### src/rtl/pipe_mux_n_if.sv
// rtl/pipe_mux_n_if.sv - operand selector stream interface
//
// Groups the input beat (in_flat/in_sel/in_valid/in_ready) and the output
// beat (out_data/out_sel/out_err/out_valid/out_ready) plus occupancy.
// slave  : view of the selector block itself.
// master : view of the surrounding datapath / testbench.
interface pipe_mux_n_if #(
   parameter int NUM_IN = 4,
   parameter int WIDTH  = 32,
   parameter int SEL_W  = 2
);
   logic [NUM_IN*WIDTH-1:0] in_flat;
   logic [SEL_W-1:0]        in_sel;
   logic                    in_valid;
   logic                    in_ready;
   logic [WIDTH-1:0]        out_data;
   logic [SEL_W-1:0]        out_sel;
   logic                    out_err;
   logic                    out_valid;
   logic                    out_ready;
   logic [2:0]              occupancy;

   modport slave (
      input  in_flat, in_sel, in_valid, out_ready,
      output in_ready, out_data, out_sel, out_err, out_valid, occupancy
   );

   modport master (
      output in_flat, in_sel, in_valid, out_ready,
      input  in_ready, out_data, out_sel, out_err, out_valid, occupancy
   );
endinterface

### src/rtl/pipe_mux_n.sv
// rtl/pipe_mux_n.sv - N-way WIDTH-bit selector with STAGES-deep elastic pipeline
//
// Selects one of NUM_IN packed inputs by in_sel, then carries {data, sel, err}
// through STAGES registered stages with a valid/ready handshake.
// Optional feature macro: PIPE_MUX_SEL_CHECK_EN (out-of-range select flags err
// and zeroes the data; without it such selects pick input 0 and err is 0).
//
// Ports:
//   clk       rising-edge clock
//   reset_n   synchronous reset, active low
//   bus       pipe_mux_n_if.slave:
//               in_flat/in_sel/in_valid -> in_ready
//               out_data/out_sel/out_err/out_valid <- out_ready
//               occupancy = number of valid stages
module pipe_mux_n #(
   parameter int NUM_IN = 4,
   parameter int WIDTH  = 32,
   parameter int SEL_W  = 2,
   parameter int STAGES = 1
) (
   input  logic         clk,
   input  logic         reset_n,
   pipe_mux_n_if.slave  bus
);
   logic [STAGES-1:0] v_q;
   logic [STAGES-1:0] v_nxt;
   logic [STAGES-1:0] up_v;
   logic [STAGES-1:0] rdy;
   logic [WIDTH-1:0]  data_q  [STAGES];
   logic [WIDTH-1:0]  up_data [STAGES];
   logic [SEL_W-1:0]  sel_q   [STAGES];
   logic [SEL_W-1:0]  up_sel  [STAGES];
   logic [2:0]        occ_q;
   logic [2:0]        occ_nxt;
   logic [WIDTH-1:0]  mux_data;
`ifdef PIPE_MUX_SEL_CHECK_EN
   logic              sel_err;
   logic [STAGES-1:0] err_q;
   logic [STAGES-1:0] up_err;
`endif

   // Mux is evaluated only at the input; later stages just move captured beats.
   always_comb begin : input_mux
      mux_data = bus.in_flat[WIDTH-1:0];
      for (int k = 1; k < NUM_IN; k++) begin
         if (bus.in_sel == SEL_W'(k)) begin
            mux_data = bus.in_flat[k*WIDTH +: WIDTH];
         end
      end
`ifdef PIPE_MUX_SEL_CHECK_EN
      sel_err = ({1'b0, bus.in_sel} >= (SEL_W+1)'(NUM_IN));
      if (sel_err) begin
         mux_data = '0;
      end
`endif
   end

   // Ready ripples back from out_ready; an empty stage is always ready so
   // bubbles collapse. Uses a running scalar to keep the chain acyclic.
   always_comb begin : ready_chain
      logic r;
      rdy = '0;
      r   = bus.out_ready;
      for (int k = STAGES - 1; k >= 0; k--) begin
         r      = ~v_q[k] | r;
         rdy[k] = r;
      end
   end

   // Upstream view of each stage, next valid bits and next occupancy.
   always_comb begin : upstream
      up_v[0]    = bus.in_valid;
      up_data[0] = mux_data;
      up_sel[0]  = bus.in_sel;
`ifdef PIPE_MUX_SEL_CHECK_EN
      up_err[0]  = sel_err;
`endif
      for (int k = 1; k < STAGES; k++) begin
         up_v[k]    = v_q[k-1];
         up_data[k] = data_q[k-1];
         up_sel[k]  = sel_q[k-1];
`ifdef PIPE_MUX_SEL_CHECK_EN
         up_err[k]  = err_q[k-1];
`endif
      end
      v_nxt   = '0;
      occ_nxt = '0;
      for (int k = 0; k < STAGES; k++) begin
         v_nxt[k] = rdy[k] ? up_v[k] : v_q[k];
         occ_nxt  = occ_nxt + {2'b00, v_nxt[k]};
      end
   end

   always_ff @(posedge clk) begin
      if (!reset_n) begin
         v_q   <= '0;
         occ_q <= '0;
         for (int k = 0; k < STAGES; k++) begin
            data_q[k] <= '0;
            sel_q[k]  <= '0;
         end
`ifdef PIPE_MUX_SEL_CHECK_EN
         err_q <= '0;
`endif
      end else begin
         v_q   <= v_nxt;
         occ_q <= occ_nxt;
         // Payload only moves with a valid beat; a bubble leaves old payload
         // in place, which is harmless because v is cleared.
         for (int k = 0; k < STAGES; k++) begin
            if (rdy[k] && up_v[k]) begin
               data_q[k] <= up_data[k];
               sel_q[k]  <= up_sel[k];
`ifdef PIPE_MUX_SEL_CHECK_EN
               err_q[k]  <= up_err[k];
`endif
            end
         end
      end
   end

   assign bus.in_ready  = rdy[0];
   assign bus.out_valid = v_q[STAGES-1];
   assign bus.out_data  = data_q[STAGES-1];
   assign bus.out_sel   = sel_q[STAGES-1];
   assign bus.occupancy = occ_q;
`ifdef PIPE_MUX_SEL_CHECK_EN
   assign bus.out_err   = err_q[STAGES-1];
`else
   assign bus.out_err   = 1'b0;
`endif
endmodule

### src/flat_wrapper.sv
// flat-port wrapper written by rule: the top's interface ports become plain ports
module pipe_mux_n_flat 
#(
   parameter int NUM_IN = 4,
   parameter int WIDTH  = 32,
   parameter int SEL_W  = 2,
   parameter int STAGES = 1
)
  (clk, reset_n, bus_in_flat, bus_in_sel, bus_in_valid, bus_out_ready, bus_in_ready, bus_out_data, bus_out_sel, bus_out_err, bus_out_valid, bus_occupancy);
  pipe_mux_n_if #(.NUM_IN(NUM_IN), .WIDTH(WIDTH), .SEL_W(SEL_W)) bus_i ();
  input  logic clk;
  input  logic reset_n;
  input wire logic [$bits(bus_i.in_flat)-1:0] bus_in_flat;
  input wire logic [$bits(bus_i.in_sel)-1:0] bus_in_sel;
  input wire logic [$bits(bus_i.in_valid)-1:0] bus_in_valid;
  input wire logic [$bits(bus_i.out_ready)-1:0] bus_out_ready;
  output wire logic [$bits(bus_i.in_ready)-1:0] bus_in_ready;
  output wire logic [$bits(bus_i.out_data)-1:0] bus_out_data;
  output wire logic [$bits(bus_i.out_sel)-1:0] bus_out_sel;
  output wire logic [$bits(bus_i.out_err)-1:0] bus_out_err;
  output wire logic [$bits(bus_i.out_valid)-1:0] bus_out_valid;
  output wire logic [$bits(bus_i.occupancy)-1:0] bus_occupancy;
  assign bus_i.in_flat = bus_in_flat;
  assign bus_i.in_sel = bus_in_sel;
  assign bus_i.in_valid = bus_in_valid;
  assign bus_i.out_ready = bus_out_ready;
  assign bus_in_ready = bus_i.in_ready;
  assign bus_out_data = bus_i.out_data;
  assign bus_out_sel = bus_i.out_sel;
  assign bus_out_err = bus_i.out_err;
  assign bus_out_valid = bus_i.out_valid;
  assign bus_occupancy = bus_i.occupancy;
  pipe_mux_n #(.NUM_IN(NUM_IN), .WIDTH(WIDTH), .SEL_W(SEL_W), .STAGES(STAGES)) u_core (.clk(clk), .reset_n(reset_n), .bus(bus_i));
endmodule
### config.mk
export PLATFORM = sky130hd
export DESIGN_NAME = pipe_mux_n_flat
export DESIGN_NICKNAME = d
export VERILOG_FILES = /design/src/rtl/pipe_mux_n_if.sv /design/src/rtl/pipe_mux_n.sv /design/src/flat_wrapper.sv
export SDC_FILE = /design/constraint.sdc
export NUM_CORES = 1
export LEC_CHECK = 0
export BUFFER_PORTS_ARGS = -buffer_cell sky130_fd_sc_hd__buf_2
export CELL_PAD_IN_SITES_DETAIL_PLACEMENT = 2
export CELL_PAD_IN_SITES_GLOBAL_PLACEMENT = 2
export CORE_MARGIN = 2
export CORE_UTILIZATION = 24
export DETAILED_ROUTE_END_ITERATION = 12
export PLACE_DENSITY = 0.93
export SLEW_MARGIN = 20
export SYNTH_ARGS = -nofsm -noshare
export SYNTH_HDL_FRONTEND = slang
export SYNTH_SLANG_ARGS = --single-unit
### constraint.sdc
create_clock -name clk -period 2.2 [get_ports clk]
set_clock_uncertainty 0.1 [all_clocks]
set_input_delay 0.33 -clock clk [delete_from_list [all_inputs] [get_ports clk]]
set_output_delay 0.33 -clock clk [all_outputs]
set_load 0.005 [all_outputs]
* Word level (Yosys, flattened, before mapping)
Memory sizes are Yosys's and may differ from the RTL's.
Index checks and enable logic that the tools add are counted.
** Storage, ports and cells
- Flip-flop bits (word level) :: 3
- Memory bits (writable) :: 34
- Output and inout bits :: 40
- Logic and storage cells :: 24
- Memories :: 2
** Operators by class
- Equality and inequality tests :: 3
- Muxes and demuxes :: 12
- Bitwise gates (word level) :: 2
- Reductions and logical operators :: 3
** Memory list
- u_core.data_q :: words 1, width 32, read ports 1, clocked after memory_dff 0, write ports 1, line pipe_mux_n.sv:29 : logic [WIDTH-1:0] data_q [STAGES];
- u_core.sel_q :: words 1, width 2, read ports 1, clocked after memory_dff 0, write ports 1, line pipe_mux_n.sv:31 : logic [SEL_W-1:0] sel_q [STAGES];
** Operator list (number)
- two-way mux 32 bit :: 4
- OR reduction 32 bit :: 1
- two-way mux 1 bit :: 7
- equality test 2 bit (second input constant) :: 2
- equality test 2 x 1 -> 1 bit (second input constant) :: 1
- two-way mux 2 bit :: 1
- OR reduction 2 bit :: 1
- logical AND 1 bit :: 1
- NOT 1 bit :: 1
- OR 1 bit :: 1

* Longest topological paths before layout
- Depth after elaboration :: 8
- Gate-level depth with buffers :: 4
- Depth with buffers taken out :: 2

* Worst setup path before layout
No wires, ideal clock.
- Kind :: input -> register
- Start point :: in bus_out_ready
- End point :: mem u_core.data_q[0][0] (enable)
- Library setup time :: 0.377 ns
- Data arrival time :: 1.438 ns
- Slack :: 0.286 ns
- Stages :: 4
- Buffers on the path :: 2
- Cells stage by stage :: nand2b_1 -> clkbuf_1 -> clkbuf_1 -> a21bo_2
** Between the ends
- Word-level cells in the longest chain between the ends :: 7
** RTL lines
- start, declared :: line flat_wrapper.sv:16 : input wire logic [$bits(bus_i.out_ready)-1:0] bus_out_ready;
- OR 1 bit (*) :: line pipe_mux_n.sv:65 : r = ~v_q[k] | r;
- named net bus_in_ready :: line flat_wrapper.sv:17 : output wire logic [$bits(bus_i.in_ready)-1:0] bus_in_ready;
- logical AND 1 bit (*) :: line pipe_mux_n.sv:111 : if (rdy[k] && up_v[k]) begin
- two-way mux 1 bit (*) :: line pipe_mux_n.sv:111
- two-way mux 1 bit (*) :: line pipe_mux_n.sv:95 : if (!reset_n) begin
- two-way mux 1 bit (not written as such) (*) :: line pipe_mux_n.sv:112 : data_q[k] <= up_data[k];
- OR reduction 32 bit (no source line)
- two-way mux 1 bit (no source line) (*)
- end, declared :: line pipe_mux_n.sv:29
Mark *: on every way through the listed nets, which the timed path passes. The rest lies on a longest branch.

* Worst setup path after layout
- Start point :: in bus_in_sel[0]
- End point :: mem u_core.data_q[0][20], data pin
** Between the ends
- Word-level cells in the longest chain between the ends :: 5
- Elaborated cells on any way between the ends :: 7
- Those cells by class :: 3 x eq/ne; 4 x mux
** RTL lines
- start, declared :: line flat_wrapper.sv:14 : input wire logic [$bits(bus_i.in_sel)-1:0] bus_in_sel;
- equality test 2 x 1 -> 1 bit :: line pipe_mux_n.sv:46 : if (bus.in_sel == SEL_W'(k)) begin
- two-way mux 32 bit (2 in series) :: line pipe_mux_n.sv:46
- two-way mux 32 bit (*) :: line pipe_mux_n.sv:46
- two-way mux 32 bit (no source line) (*)
Mark *: on every way between the ends. The rest lies on a longest branch, timed or not.

==> results by group <==
Clock network
  – # H-tree levels: 2
  – Clock Path Buffers: 2
  – Clock transition at the registers of the reported paths: 0.07 ns
  – TritonCTS clock tree: yes
  – CTS Buf Count: 5
  – CTS resizes: 0
  – Worst-skew pair later-pin latency: 0.28 ns
  – CTS sink count: 35
  – Hold Buf Count CTS: 0
  – Setup Buffers After CTS: 0
  – Root Buffer: clkbuf_8

Drt
  – Post-route ant nets: 0
  – Drt drc: 0
  – Vias per cell: 4.936
  – Final wirelength: 8073 um
  – 1st-iter DRT viols: 13
  – Avg WL per Cell: 19.98 um
  – Initial DRT Pass Iterations: 2
  – Routed vias: 1,994

Hold path
  – Hold path start: bus_in_valid
  – Worst min path class: in -> reg
  – WHS Path Cells: 2
  – Worst Hold End: u_core.data_q[0][28]

Worst setup path
  – Reg2reg start: u_core.bus.out_valid
  – R2r endpoint: u_core.data_q[0][1]
  – Crit-path cells: buf_2, buf_12, mux4_1, and4_1
  – Worst path required time: 2.14 ns
  – Crit path kind: in -> reg
  – Critical path launch point type: input pin
  – Crit path largest cell delay: 0.59 ns
  – R2R setup slack: 0.87 ns
  – Crit Path Max Fanout: 33
  – Setup crit end kind: register
  – Crit-path slowest cell: mux4_1
  – WP buf/inv: 2
  – CP top delay family: multiplexers
  – Worst r2r path cells: 3
  – Critical Path AT: 1.51 ns

Yosys
  – Complex-gate fraction of the synthesized area: 0.007752
  – Main combinational cell family by area after synthesis: multiplexers
  – Seq/Total Area, Yosys: 0.4607
  – Simple-Gate Fraction of Synth Area: 0.1346
  – Post-synthesis mux area share: 0.3239
  – Synth Area in Adders: 0
  – Synth Instances: 128
  – Syn Area/Cell: 17.65 sq um
  – Yosys reg bits: 35
  – Post-Synth XOR/XNOR Area: 0
  – Yosys cell types: 15
  – Syn. warnings: 0
  – Synthesized cell area: 2260 sq um

Floorplan
  – # IOs: 174
  – Starting Density: 0.2457
  – DIE HEIGHT: 101.0 um
  – Rows: 35
  – Core ar.: 9196 sq um
  – Chip width: 101.0 um
  – Die area: 10,210 sq um

Timing
  – Final Hold Fails: 0
  – Final TNS setup: 0 ns
  – Fin crit share: 0.7116
  – Max-slew violations: 0
  – Final setup violation count: 0
  – Achievable Freq: 638.7 MHz
  – Final min period: 1.566 ns
  – RSZ-0062 raised after global routing: no

Power and ir drop
  – VDD IR max: 169.3 uV
  – Static Leakage: 1.516 nW
  – Pwr dens: 508.1 nW/um^2

Global route
  – Largest net degree at the start of global routing: 34
  – Grt ovf: 0
  – Vias in the first global route: 2,228
  – Initial antenna violation count: 0
  – First-pass GRT wire length: 12,080 um
  – Total track usage: 0.1579

Layout
  – Antenna Cells: 0
  – Fin nets: 427
  – Most common cell after layout, fill and taps aside: buf_2
  – Layout cell share with drive strength beyond 1: 0.7304
  – Area growth, synth to finish: 44.35%
  – Fin area: 3262 sq um
  – Fillers: 997
  – Most frequent cells in the layout: buf_2 (170), and4_1 (34), edfxtp_1 (34), mux4_2 (29), buf_4 (6)

Place
  – Post-DP HPWL: 6440 um
  – IO buf count: 170
  – GP Congestion: 0.7780
  – Area after DPL: 3184 sq um

Job
  – Max cap viols: 0

Outcome
  – Status: completed
final cells by class:
cell class                      count  area (sq um)  area share
Sequential cell                    35          1041      0.3191
Inverter                            1         3.754    0.001151
Clock inverter                      2         8.758    0.002685
Multi-Input combinational cell     72          1065      0.3264
Tap cell                          111         138.9     0.04258
Timing Repair Buffer              178         935.9      0.2869
Clock buffer                        5         68.82     0.02110
worst register-to-register path: stages (launching register included):
cell	delay [ns]
dfxtp_1	0.33
nand2b_1	0.13
a21bo_2	0.16
buf_4	0.29
cells by family after synthesis:
family | count (synthesis)
other | 1
AND/OR/NAND/NOR | 35
flip-flops | 35
buffers and inverters | 23
AO/OA/AOI/OAI | 2
multiplexers | 32
flip-flops by register name (all words and copies together) (netlist names):
register,cells
u_core.bus.out_valid,1
u_core.sel_q,2
u_core.data_q,32
metrics by stage:
step | cells | hold slack, ns | power, W | setup WS, ns | util
2_1_floorplan | 130 | 0.4788 | 0.001022 | 0.2859 | -
3_3_place_gp | 397 | 0.6211 | 0.001214 | 0.3657 | 0.3463
3_5_place_dp | 397 | 0.6255 | 0.001238 | 0.3162 | 0.3463
4_1_cts | 404 | 0.5009 | 0.001693 | 0.5929 | 0.3547
5_1_grt | 404 | 0.5087 | 0.001745 | 0.5400 | 0.3547
6_report | 404 | 0.5064 | 0.001658 | 0.6344 | 0.3547
layer usage:
| metal | track usage | up-vias | wire, um |
|---|---|---|---|
| li1 | - | 893 | - |
| met1 | 0.1784 | 992 | 3066 |
| met2 | 0.3072 | 102 | 4457 |
| met3 | 0.02566 | 7 | 468 |
| met4 | 0.03742 | 0 | 80 |
| met5 | 0 | - | 0 |
how the worst max path moves through the flow:
| stage | cells past startpoint | from | end |
|---|---|---|---|
| finish | 4 | bus_in_sel[0] | u_core.data_q[0][20] |
| global route | 3 | u_core.bus.out_valid | bus_in_ready |
| CTS | 3 | u_core.bus.out_valid | bus_in_ready |
| detailed placement | 4 | bus_in_sel[0] | u_core.data_q[0][20] |
| global placement | 4 | bus_in_sel[0] | u_core.data_q[0][20] |
| floorplan | 4 | bus_out_ready | u_core.data_q[0][0] |
power breakdown:
group | internal, W | switching, W | leakage (nW)
Sequential | 0.000792 | 0.0000148 | 0.379
Clock | 0.000211 | 0.000233 | 0.0414
Combinational | 0.000240 | 0.000167 | 1.10
cells in the mapped netlist:
cell type,count,share of area
and4_1,34,0.13
edfxtp_1,34,0.45
mux4_2,29,0.29
clkbuf_1,11,0.018
buf_4,4,0.013
buf_12,3,0.027
buf_2,3,0.0066
mux4_1,3,0.035
a21bo_2,1,0.0044
a21boi_0,1,0.0033
buf_6,1,0.0050
conb_1,1,0.0017
dfxtp_1,1,0.0089
inv_1,1,0.0017
nand2b_1,1,0.0028
(Power assumes the default switching activity.)
